File: config.mk
export PLATFORM = sky130hd
export DESIGN_NAME = uart_rx
export DESIGN_NICKNAME = d
export VERILOG_FILES = /design/src/rtl/uart_rx.sv
export SDC_FILE = /design/constraint.sdc
export NUM_CORES = 1
export LEC_CHECK = 0
export CAP_MARGIN = 10
export CORE_MARGIN = 4
export CORE_UTILIZATION = 35
export DETAILED_ROUTE_END_ITERATION = 12
export PLACE_DENSITY = 0.65
export SYNTH_ARGS = -nofsm -noshare
export SYNTH_HDL_FRONTEND = slang
export SYNTH_SLANG_ARGS = --single-unit
File: constraint.sdc
create_clock -name i_uart_clk -period 1.9 [get_ports i_uart_clk]
set_clock_uncertainty 0.1 [all_clocks]
set_input_delay 0.19 -clock i_uart_clk [delete_from_list [all_inputs] [get_ports i_uart_clk]]
set_output_delay 0.19 -clock i_uart_clk [all_outputs]
set_load 0.03 [all_outputs]
File: src/rtl/uart_rx.sv
// uart_rx: 8N1 serial receiver, LSB first, BAUD_MULT clocks per bit.
// The line is resynchronised through two flops, the start bit is re-checked
// at its mid-point, and each data/stop bit is sampled one full bit period
// after the previous sample point.
// Optional feature macro: UART_RX_FRAME_ERR_EN adds the stop-bit check, the
// o_frame_err pulse and a WAIT_HIGH state that holds until the line recovers.
module uart_rx #(
    parameter int unsigned BAUD_MULT = 139
) (
    input  logic       i_uart_clk,
    input  logic       i_rst,
    input  logic       i_rx_data,
    output logic [7:0] o_byte_out,
    output logic       o_data_valid,
    output logic       o_rx_active
`ifdef UART_RX_FRAME_ERR_EN
    ,
    output logic       o_frame_err
`endif
);

    localparam int unsigned CNT_W  = 8;
    localparam int unsigned IDX_W  = 3;
    localparam int unsigned DATA_W = 8;

    // Counter values at which the start bit and the data/stop bits are sampled
    localparam logic [CNT_W-1:0] HALF_CNT = CNT_W'((BAUD_MULT - 1) / 2);
    localparam logic [CNT_W-1:0] FULL_CNT = CNT_W'(BAUD_MULT - 1);
    localparam logic [IDX_W-1:0] LAST_IDX = IDX_W'(DATA_W - 1);

`ifdef UART_RX_FRAME_ERR_EN
    localparam int unsigned STATE_W = 3;
    typedef enum logic [STATE_W-1:0] {
        IDLE      = 3'd0,
        START     = 3'd1,
        DATA      = 3'd2,
        STOP      = 3'd3,
        WAIT_HIGH = 3'd4
    } state_t;
`else
    localparam int unsigned STATE_W = 2;
    typedef enum logic [STATE_W-1:0] {
        IDLE  = 2'd0,
        START = 2'd1,
        DATA  = 2'd2,
        STOP  = 2'd3
    } state_t;
`endif

    logic              sync_meta;
    logic              line;

    state_t            state;
    state_t            state_next;
    logic [CNT_W-1:0]  cnt;
    logic [CNT_W-1:0]  cnt_next;
    logic [IDX_W-1:0]  idx;
    logic [IDX_W-1:0]  idx_next;
    logic [DATA_W-1:0] shift;
    logic [DATA_W-1:0] shift_next;
    logic [DATA_W-1:0] byte_next;
    logic              valid_next;
    logic              active_next;
`ifdef UART_RX_FRAME_ERR_EN
    logic              ferr_next;
`endif

    // Two-flop synchronizer; resets to the idle-high line level
    always_ff @(posedge i_uart_clk or posedge i_rst) begin
        if (i_rst) begin
            sync_meta <= 1'b1;
            line      <= 1'b1;
        end else begin
            sync_meta <= i_rx_data;
            line      <= sync_meta;
        end
    end

    // Next-state, datapath and output decode
    always_comb begin
        state_next = state;
        cnt_next   = cnt;
        idx_next   = idx;
        shift_next = shift;
        byte_next  = o_byte_out;
        valid_next = 1'b0;
`ifdef UART_RX_FRAME_ERR_EN
        ferr_next  = 1'b0;
`endif

        case (state)
            IDLE: begin
                if (!line) begin
                    state_next = START;
                    cnt_next   = '0;
                end
            end

            START: begin
                if (cnt == HALF_CNT) begin
                    if (!line) begin
                        state_next = DATA;
                        cnt_next   = '0;
                        idx_next   = '0;
                    end else begin
                        // Start bit gone by mid-bit: treat as a glitch
                        state_next = IDLE;
                    end
                end else begin
                    cnt_next = cnt + CNT_W'(1);
                end
            end

            DATA: begin
                if (cnt == FULL_CNT) begin
                    shift_next = {line, shift[DATA_W-1:1]};
                    cnt_next   = '0;
                    if (idx == LAST_IDX) begin
                        state_next = STOP;
                    end else begin
                        idx_next = idx + IDX_W'(1);
                    end
                end else begin
                    cnt_next = cnt + CNT_W'(1);
                end
            end

            STOP: begin
                if (cnt == FULL_CNT) begin
                    cnt_next = '0;
`ifdef UART_RX_FRAME_ERR_EN
                    if (line) begin
                        byte_next  = shift;
                        valid_next = 1'b1;
                        state_next = IDLE;
                    end else begin
                        ferr_next  = 1'b1;
                        state_next = WAIT_HIGH;
                    end
`else
                    byte_next  = shift;
                    valid_next = 1'b1;
                    state_next = IDLE;
`endif
                end else begin
                    cnt_next = cnt + CNT_W'(1);
                end
            end

`ifdef UART_RX_FRAME_ERR_EN
            WAIT_HIGH: begin
                // Hold off until the broken frame releases the line
                if (line) begin
                    state_next = IDLE;
                end else begin
                    cnt_next = cnt + CNT_W'(1);
                end
            end
`endif

            default: begin
                state_next = IDLE;
            end
        endcase

        active_next = (state_next == START) || (state_next == DATA) ||
                      (state_next == STOP);
    end

    // State, datapath and registered outputs
    always_ff @(posedge i_uart_clk or posedge i_rst) begin
        if (i_rst) begin
            state        <= IDLE;
            cnt          <= '0;
            idx          <= '0;
            shift        <= '0;
            o_byte_out   <= 8'h00;
            o_data_valid <= 1'b0;
            o_rx_active  <= 1'b0;
`ifdef UART_RX_FRAME_ERR_EN
            o_frame_err  <= 1'b0;
`endif
        end else begin
            state        <= state_next;
            cnt          <= cnt_next;
            idx          <= idx_next;
            shift        <= shift_next;
            o_byte_out   <= byte_next;
            o_data_valid <= valid_next;
            o_rx_active  <= active_next;
`ifdef UART_RX_FRAME_ERR_EN
            o_frame_err  <= ferr_next;
`endif
        end
    end

endmodule

==> key figures, run 1 <==
Timing
  • Worst Max-Slew Pin Slew: 0.414 ns
  • Final Setup Violations: 0
  • Setup TNS: 0 ns
  • Hold_ws: ~0.21 ns
  • Pins over their slew limit: 0
  • Max Freq: roughly 540 MHz
  • Post-route minimum period: ~1.8 ns
  • Slew margin rel.: 72.4%
  • Final-report hold violation count: 0
  • Final Cycle Share: between 90% and 100%

Power
  • Pwr dens: 647 mW/mm^2
  • Worst vdd ir: 0.423 mV
  • P_leak: ~0.00095 uW

Placed design
  • DP HPWL: ~2.2 mm
  • Area after DPL: between 0.0015 and 0.002 mm^2
  • RePlAce Congestion: roughly 0.76
  • Port bufs: 12

Critical path
  • Startpoint types: flip-flop
  • Critical path endpoint category: flip-flop
  • Crit-path cells: inv_1 -> ha_1 -> and4bb_4 -> and4_4 -> mux2_2 -> a32o_1
  • Critical path endpoint: idx[2]
  • Critical R2R Launch: cnt[0]
  • Reg2Reg Depth: 6
  • Required @ worst endpoint: slightly below 2 ns
  • Max incr delay on CP: approximately 0.38 ns
  • Crit path depth: 6
  • Max stage delay cell, worst path: dfrtp_1
  • Setup Crit Path Kind: flip-flop to flip-flop
  • Worst Path Max Fanout: 5
  • Top Family by Delay on Critical Path: simple AND/OR/NAND/NOR gates
  • FF-to-FF End: idx[2]
  • Critical Path Source: cnt[0]
  • Crit path DAT: roughly 1.9 ns
  • R2R Setup Slk: approximately 0.056 ns
  • Worst Path Buf+Inv: 1

Die
  • Starting density of the core: between 30% and 40%
  • Die Span Y: ~75 um
  • # IOs: 13
  • Std cell rows: 24
  • Die width: approximately 75 um
  • Core Region: between 0.004 and 0.005 mm^2
  • Die ar.: 0.00560 mm^2

Synth
  • FF+latch count, synth: 33
  • Synth warn: 0
  • Synthesized area: between 0.0015 and 0.002 mm^2
  • Cell taking the most area after synthesis: dfrtp_1
  • EDFF count, synth: 0
  • Post-synthesis cell count: ~120
  • Register area share after synthesis: a little over half
  • Yosys top cell area share: ~50%
  • Syn nets: 131
  • Async SR Flop Fraction: 100%
  • Distinct cells, synth: 37
  • Syn_area_per_cell: around 13 um^2
  • Top FF cell, synth: dfrtp_1
  • Synth top area cells: dfrtp_1, mux2_2, ha_1

GRT
  • GRT overflow: 0
  • Initial antenna violation count: 0
  • First-pass GRT wire length: approximately 5.3 mm
  • Largest net degree at the start of global routing: 34
  • Vias in the first global route: 1163
  • GRT Util Overall: 12.4%

CTS
  • Total CTS buffers: 5
  • Clk slew on worst S/H paths: roughly 0.070 ns
  • H-tree Lvls: 2
  • Clock sink count: 33
  • Clock root buffer: clkbuf_8
  • CTS tree: done
  • CTS Hold Buffers Added: 0
  • Clk_lat worst skew: between 0.2 and 0.3 ns
  • CTS Buffer Depth: 2

Detailed routing
  • Post-DR vias/cell: just over 5
  • DR DRC count: 0
  • DRT Wirelength: ~3 mm
  • Via Count: 1069
  • DRT iter0 DRCs: 35
  • Pre-Repair DR Iteration Count: 4
  • DR WL/cell: around 14 um
  • DRT antenna net count: 0

Cells and area
  • Antenna diode count: 0
  • Final nets: 163
  • Layout Cell Area excl Fill: 0.00196 mm^2
  • Fillers: between 400 and 500
  • Area grow syn2layout: 25.0%
  • Final core occ: ~45%
  • Layout cells sized above 1: 34.0%

Run
  • Max Cap Viol: 0

Outcome
  • Status: finished clean

Min path
  • Hold crit path type: input port to asynchronous set/reset pin
==> where the power goes <==
group	leakage, uW	internal (uW)	switching, uW
sequential	0.000434	706	1.63
clock	0.0000445	294	244
combinational	0.000471	5.42	13.8
==> tightest hold or removal path, delay by kind of cell <==
kind | cells | cell delay, ns
buffers and inverters | 3 | 0.82
==> layout make-up <==
| cell class | count | area [um^2] | share of cell area (%) |
|---|---|---|---|
| Multi-Input combinational cell | 80 | 707 | 36.1 |
| Inverter | 9 | 36.3 | 1.86 |
| Timing Repair Buffer | 26 | 225 | 11.5 |
| Clock inverter | 1 | 7.51 | 0.384 |
| Tap cell | 52 | 65.1 | 3.33 |
| Clock buffer | 7 | 86.3 | 4.41 |
| Sequential cell | 33 | 828 | 42.4 |
==> synthesized netlist by cell type, types with 2 or more instances <==
| library cell | count |
|---|---|
| o21ai_0 | 3 |
| nor2_1 | 6 |
| o21a_1 | 3 |
| a21oi_1 | 3 |
| nand3_1 | 3 |
| xor2_1 | 2 |
| dfrtp_1 | 31 |
| a32o_1 | 3 |
| ha_1 | 5 |
| and2b_1 | 2 |
| o2bb2ai_1 | 3 |
| inv_1 | 8 |
| mux2_2 | 18 |
| nor3_1 | 3 |
| dfstp_2 | 2 |
| o22ai_1 | 4 |
| xnor2_1 | 2 |
| nand2_1 | 3 |
==> worst min-delay path by stage <==
| stage | from | end | slack, ns |
|---|---|---|---|
| after detailed placement | sync_meta | line | 0.25 |
| after global placement | sync_meta | line | 0.25 |
| after CTS | i_rx_data | sync_meta | 0.22 |
| final | i_rst | o_data_valid | 0.21 |
| after global routing | i_rx_data | sync_meta | 0.22 |
| after floorplan | i_rx_data | sync_meta | 0.09 |
==> cell usage in the layout, fill, tap and decap left out, types with 4 or more instances in the layout <==
cell type / instances
dfrtp_1: 31
mux2_2: 17
buf_4: 14
clkdlybuf4s50_1: 12
inv_1: 8
clkbuf_8: 6
nor2_1: 5
o22ai_1: 4
==> kinds of logic after synthesis <==
group	synth area share, %
xor gates and xnor gates	2.24
buffers and inverters	2.64
adders and majority gates	4.00
DFF	53.0
and+or+nand+nor	14.7
muxes	13.6
AOI/OAI and AO/OA	9.84
==> per-layer routing <==
metal  GRT usage, %  up-vias  share of wire (%)
met4           4.94        0               0.97
li1               -      506                  -
met1           14.8      536                 45
met3           3.34        4                3.6
met5              0        -                  0
met2           21.0       23                 50
==> registers in the layout, indices dropped and copies added (netlist names) <==
signal        cells
o_data_valid      1
o_rx_active       1
line              1
shift             8
idx               3
sync_meta         1
state             2
cnt               8
o_byte_out        8
==> through the flow <==
| stage | cells | power (uW) | setup WS, ns |
|---|---|---|---|
| global placement | 198 | 741 | 0.0685 |
| floorplan | 123 | 731 | 0.0413 |
| finish | 208 | 1270 | 0.0561 |
| CTS | 207 | 1280 | 0.0229 |
| global route | 208 | 1330 | -0.00642 |
| detailed placement | 198 | 742 | -0.0212 |
==> timing repair <==
item                       4_1_cts  5_1_grt
pin swaps                        0        1
gates cloned                     0        0
setup endpoints to repair        2        5
setup buffers                    1        1
resized for setup                2        4
hold endpoints to repair         0        0
Power figures use the tool's default switching activity.
==> run 2: changes to the inputs <==
Settings changed: CTS_CLUSTER_DIAMETER from default to 150.
==> results of run 2 <==
Same layout as run 1: the final DEF is identical, and so are final timing and power.
==> patch 1: new RTL, flow settings as in run 1 <==
The 4 states of `state_t` get a one-hot encoding in 4 bits.
--- a/src/rtl/uart_rx.sv
+++ b/src/rtl/uart_rx.sv
@@ -39,11 +39,11 @@
     } state_t;
 `else
     localparam int unsigned STATE_W = 2;
-    typedef enum logic [STATE_W-1:0] {
-        IDLE  = 2'd0,
-        START = 2'd1,
-        DATA  = 2'd2,
-        STOP  = 2'd3
+    typedef enum logic [3:0] {
+        IDLE  = 4'b0001,
+        START = 4'b0010,
+        DATA  = 4'b0100,
+        STOP  = 4'b1000
     } state_t;
 `endif
 
Behaviour: same outputs for any inputs over 10 cycles, from zero or initial values and one cycle with i_rst high; not proved beyond that.
==> patch 1 against run 1 <==
  * Hold slack worse by 0.025 ns
  * Final cell count is 28% higher
  * Critical endpoint is now idx[1]$_DFFE_PP0P_
  * Non-clock buffer count grew 14
  * Wire length increased by 17%
  * First-iteration DRC count decreased by 26%
  * Synthesized cell count rose by 30%
  * Area after synthesis rose by 10%
  * Final area up 19%
  * Die area grew 9.1%
  * Worst setup slack worse by 0.050 ns
  * Sequential cell count grew 2
Power is not compared: it rests on default switching activity, and its combinational part moved more than twofold at a synthesized area within 25%.
==> patch 1: results <==
set metrics [dict create \
    met2_length_mm 1.65 \
    clk_share_pct 4.83 \
    drive_gt1_share_pct 35.5 \
    place_congestion 0.760 \
    reg2reg_setup_slack_ns 0.006 \
    synth_common_cells "dfrtp_1, nand2_1, mux2_2, inv_1, and3_1" \
    n_fill_cell 438 \
    num-multi-input-gates 109 \
    fin_nets 207 \
    synth_nets 168 \
    yosys.area_share.adder_pct 3.63 \
    numPlacedInstances 254 \
    use_met2_pct 20.4 \
    sh_seq_area_pct 37.8 \
    clock_latency_ns 0.30 \
    cp.arrival_ns 1.97 \
    signal_buffers 40 \
    grt_pass1_wl_mm 6.08 \
    cts_sinks 35 \
    multiInputGateArea_um2 882 \
    place_ws_ns -0.0473 \
    wl_met1_mm 1.64 \
    buf_share_pct 14.7 \
    yosys.cell_types.count 42 \
    grt_start_max_net_pins 36 \
    relSlewSlack_pct 70.1 \
    muxShareOfSynthArea_pct 7.69 \
    grt_use_met1_pct 15.9 \
    use_met3_pct 3.44 \
    synth_compound_area_share_pct 9.80 \
    first_global_vias 1320 \
    drt_iter0_markers 26 \
    yosysSeqAreaShare_pct 51.0 \
    portBuffers 12 \
    drt-pass1-iter-count 4 \
    worstPathMaxFanout 4 \
    finalPower_w 0.00217 \
    dp_hpwl_mm 2.26 \
    grt_use_total_pct 12.7 \
    routedWlPerCell_um 13.1 \
    final.period_utilization_pct 99.7 \
    critical-path-max-stage-delay_ns 0.54 \
    synthXorXnorAreaFrac_pct 3.05 \
    hp-class "in2async" \
    ys_async_sr_fraction_pct 100 \
    n_antenna_cell 0 \
    wl_met3_um 117 \
    status "complete, no violations" \
    crit_slowest_cell "or4b_4" \
    inv_count 8 \
    placed_area_um2 2060 \
    syn_area_per_cell_um2 10.8 \
    synth_area_leaders "dfrtp_1, mux2_2, nand2_1" \
    hold_slack_ns 0.189 \
    rows 25 \
    fin_cells 267 \
]
patch 1: cell types whose count changed in the layout (fill, tap and decap cells not counted), sizes merged, moves of 3 or more:
cell,change
a21oi,-3
o21ai,+3
o21a,-3
and3,+5
nand2,+25
mux2,-8
a32o,-3
xnor2,+3
a21o,+3
buf,+14
patch 1: path summary, 6_finish.rpt:
path / start / end / depth (start not counted)
min: i_rst / cnt[5]$_DFFE_PP0P_ / 3
max reg2reg: state[0]$_DFF_PP1_ / idx[1]$_DFFE_PP0P_ / 4
min in group i_uart_clk: i_rx_data / sync_meta$_DFF_PP1_ / 1
max: state[0]$_DFF_PP1_ / idx[1]$_DFFE_PP0P_ / 4
min reg2reg: sync_meta$_DFF_PP1_ / line$_DFF_PP1_ / 0
max in group asynchronous: i_rst / state[0]$_DFF_PP1_ / 3
patch 1: what timing repair did:
item / in CTS / in global routing
hold endpoints to repair: 0 / 0
buffers inserted: 2 / 3
resized for setup: 6 / 21
setup endpoints to repair: 8 / 30
pin swaps: 2 / 5
==> patch 2: new RTL, flow settings as in run 1 <==
Without the edit above. Add a define of `UART_RX_FRAME_ERR_EN`.
--- a/src/rtl/uart_rx.sv
+++ b/src/rtl/uart_rx.sv
@@ -4,6 +4,8 @@
 // after the previous sample point.
 // Optional feature macro: UART_RX_FRAME_ERR_EN adds the stop-bit check, the
 // o_frame_err pulse and a WAIT_HIGH state that holds until the line recovers.
+`define UART_RX_FRAME_ERR_EN
+
 module uart_rx #(
     parameter int unsigned BAUD_MULT = 139
 ) (
Behaviour (old outputs only; new: o_frame_err): same outputs for any inputs over 10 cycles, from zero or initial values and one cycle with i_rst high; that may be too few to reach the edited logic, so the function may still have changed.
==> patch 2 against run 1 <==
  * Worst setup slack worse by 0.0049 ns
  * First-iteration DRC count is 120% higher
  * Synthesized cell count rose by 28%
  * Wire length increased by 26%
  * Sequential cell count rose by 2
  * Area after synthesis up 18%
  * Power rose by 16%
  * Fmax fell by 0.26%
  * Final area rose by 22%
  * Critical endpoint is now cnt[3]$_DFFE_PP0P_
  * Largest power group unchanged
==> patch 2: results <==
set metrics [dict create \
    status "complete, no violations" \
    critical-path-max-stage-delay_ns 0.50 \
    yosysWarnings 0 \
    drt-pass1-iter-count 4 \
    ir_drop_mv 0.465 \
    cts_buffers 5 \
    synth_compound_area_share_pct 13.9 \
    top_regs "cnt: 8 flops, o_byte_out: 8 flops, shift: 8 flops" \
    fin_nets 199 \
    leakage_nw 1.01 \
    yosys.area_share.adder_pct 3.40 \
    pg_seq_w 0.000754 \
    synth_common_cells "dfrtp_1, mux2_2, inv_1, nand2_1, nor2_1" \
    synthXorXnorAreaFrac_pct 0.476 \
    yosysSeqAreaShare_pct 47.8 \
    grt_pass1_wl_mm 6.44 \
    p_int_w 0.00115 \
    dp_hpwl_mm 2.56 \
    crit_slowest_cell "dfrtp_2" \
    reg2reg_to "cnt[3]$_DFFE_PP0P_" \
    yosys.cell_types.count 56 \
    clock_latency_ns 0.29 \
    first_global_vias 1324 \
    synth_flop_cell "dfrtp_1" \
    htreeDepth 2 \
    rr_startpoint "state[1]$_DFF_PP0_" \
    antenna_found_initial 0 \
    worstPathMaxFanout 13 \
    combPwrFrac_pct 1.4 \
    place_congestion 0.850 \
    drive_gt1_share_pct 38.0 \
    tightestPinTransition_ns 0.430 \
    muxShareOfSynthArea_pct 12.0 \
    routed_via_density 5.10 \
    drt_iter0_markers 76 \
    grt_start_max_net_pins 36 \
    cp.arrival_ns 1.93 \
    n_fill_cell 462 \
    reg2reg_setup_slack_ns 0.05 \
    rr_worst_depth 4 \
    root_buffer "clkbuf_8" \
    path_clk_slew_ns 0.08 \
    synth_nets 165 \
    ys_async_sr_fraction_pct 100 \
    wirelength_mm 3.77 \
    n_antenna_cell 0 \
    portBuffers 13 \
    hp-class "in2async" \
    grt_use_total_pct 13.1 \
    synth_area_leaders "dfrtp_1, mux2_2, ha_1" \
    seq_power_share_pct 51.3 \
    clk_path_buf_depth 2 \
]
## patch 2: changes by cell type in the layout (fill, tap and decap cells not counted), sizes merged, moves of 3 or more
cell            run 1  this run
inv                 9        13
o2bb2ai             3         0
o21a                3         0
a32o                3         0
buf                14        19
mux2i               1         4
nand2               3         8
## patch 2: area by class of cell
class / instances / area share, %
clock buffer: 5 / 2.89
sequential: 35 / 37.0
inverter: 12 / 1.89
tap: 70 / 3.68
clock inverter: 3 / 2.00
multi-input combinational: 105 / 39.7
timing repair buffer: 32 / 12.8
## patch 2: how the worst max path moves through the flow
stage / startpoint / endpoint / slack (ns) / cells after the start
after detailed placement: state[1]$_DFF_PP0_ / cnt[3]$_DFFE_PP0P_ / -0.08 / 4
final: state[1]$_DFF_PP0_ / cnt[3]$_DFFE_PP0P_ / 0.05 / 4
after global placement: state[1]$_DFF_PP0_ / cnt[3]$_DFFE_PP0P_ / -0.06 / 4
after floorplan: cnt[0]$_DFFE_PP0P_ / o_byte_out[0]$_DFFE_PP0P_ / 0.10 / 6
after CTS: cnt[0]$_DFFE_PP0P_ / cnt[3]$_DFFE_PP0P_ / 0.01 / 7
after global routing: cnt[0]$_DFFE_PP0P_ / cnt[3]$_DFFE_PP0P_ / -0.05 / 7
## patch 2: kinds of logic (layout without fill, tap and decap cells)
| group | Yosys count | count (layout) |
|---|---|---|
| xor gates and xnor gates | 1 | 1 |
| adders and majority gates | 5 | 5 |
| muxes | 20 | 20 |
| DFF | 35 | 35 |
| buffers and inverters | 17 | 52 |
| and+or+nand+nor | 49 | 49 |
| AOI/OAI and AO/OA | 30 | 30 |
## patch 2: metal layers
metal,up-vias,routed length [µm],GRT usage (%)
li1,650,-,-
met1,643,1770,18.2
met2,34,1730,18.7
met3,9,203,3.92
met4,0,69,5.41
met5,-,0,0
## patch 2: repair_timing
item | CTS | global route
setup buffers | 5 | 2
gates resized for setup | 7 | 13
endpoints found under the setup margin | 2 | 16
pin swaps | 4 | 7
gates cloned | 0 | 0
## patch 2: through the flow
| stage | area (µm²) | setup WS (ns) | hold slack, ns | TNS [ns] | instances |
|---|---|---|---|---|---|
| after global placement | 2140 | -0.0631 | 0.247 | -0.124 | 247 |
| after floorplan | 1840 | 0.103 | 0.0945 | 0 | 157 |
| final | 2380 | 0.0513 | 0.188 | 0 | 262 |
| after global routing | 2380 | -0.0475 | 0.186 | -0.150 | 262 |
| after detailed placement | 2140 | -0.0773 | 0.247 | -0.140 | 247 |
| after CTS | 2330 | 0.0104 | 0.191 | 0 | 260 |
## patch 2: critical path: cells and delay by family (launching register included)
kind	cells	cell delay [ns]
compound gates	2	0.59
flops	1	0.50
simple gates	2	0.55
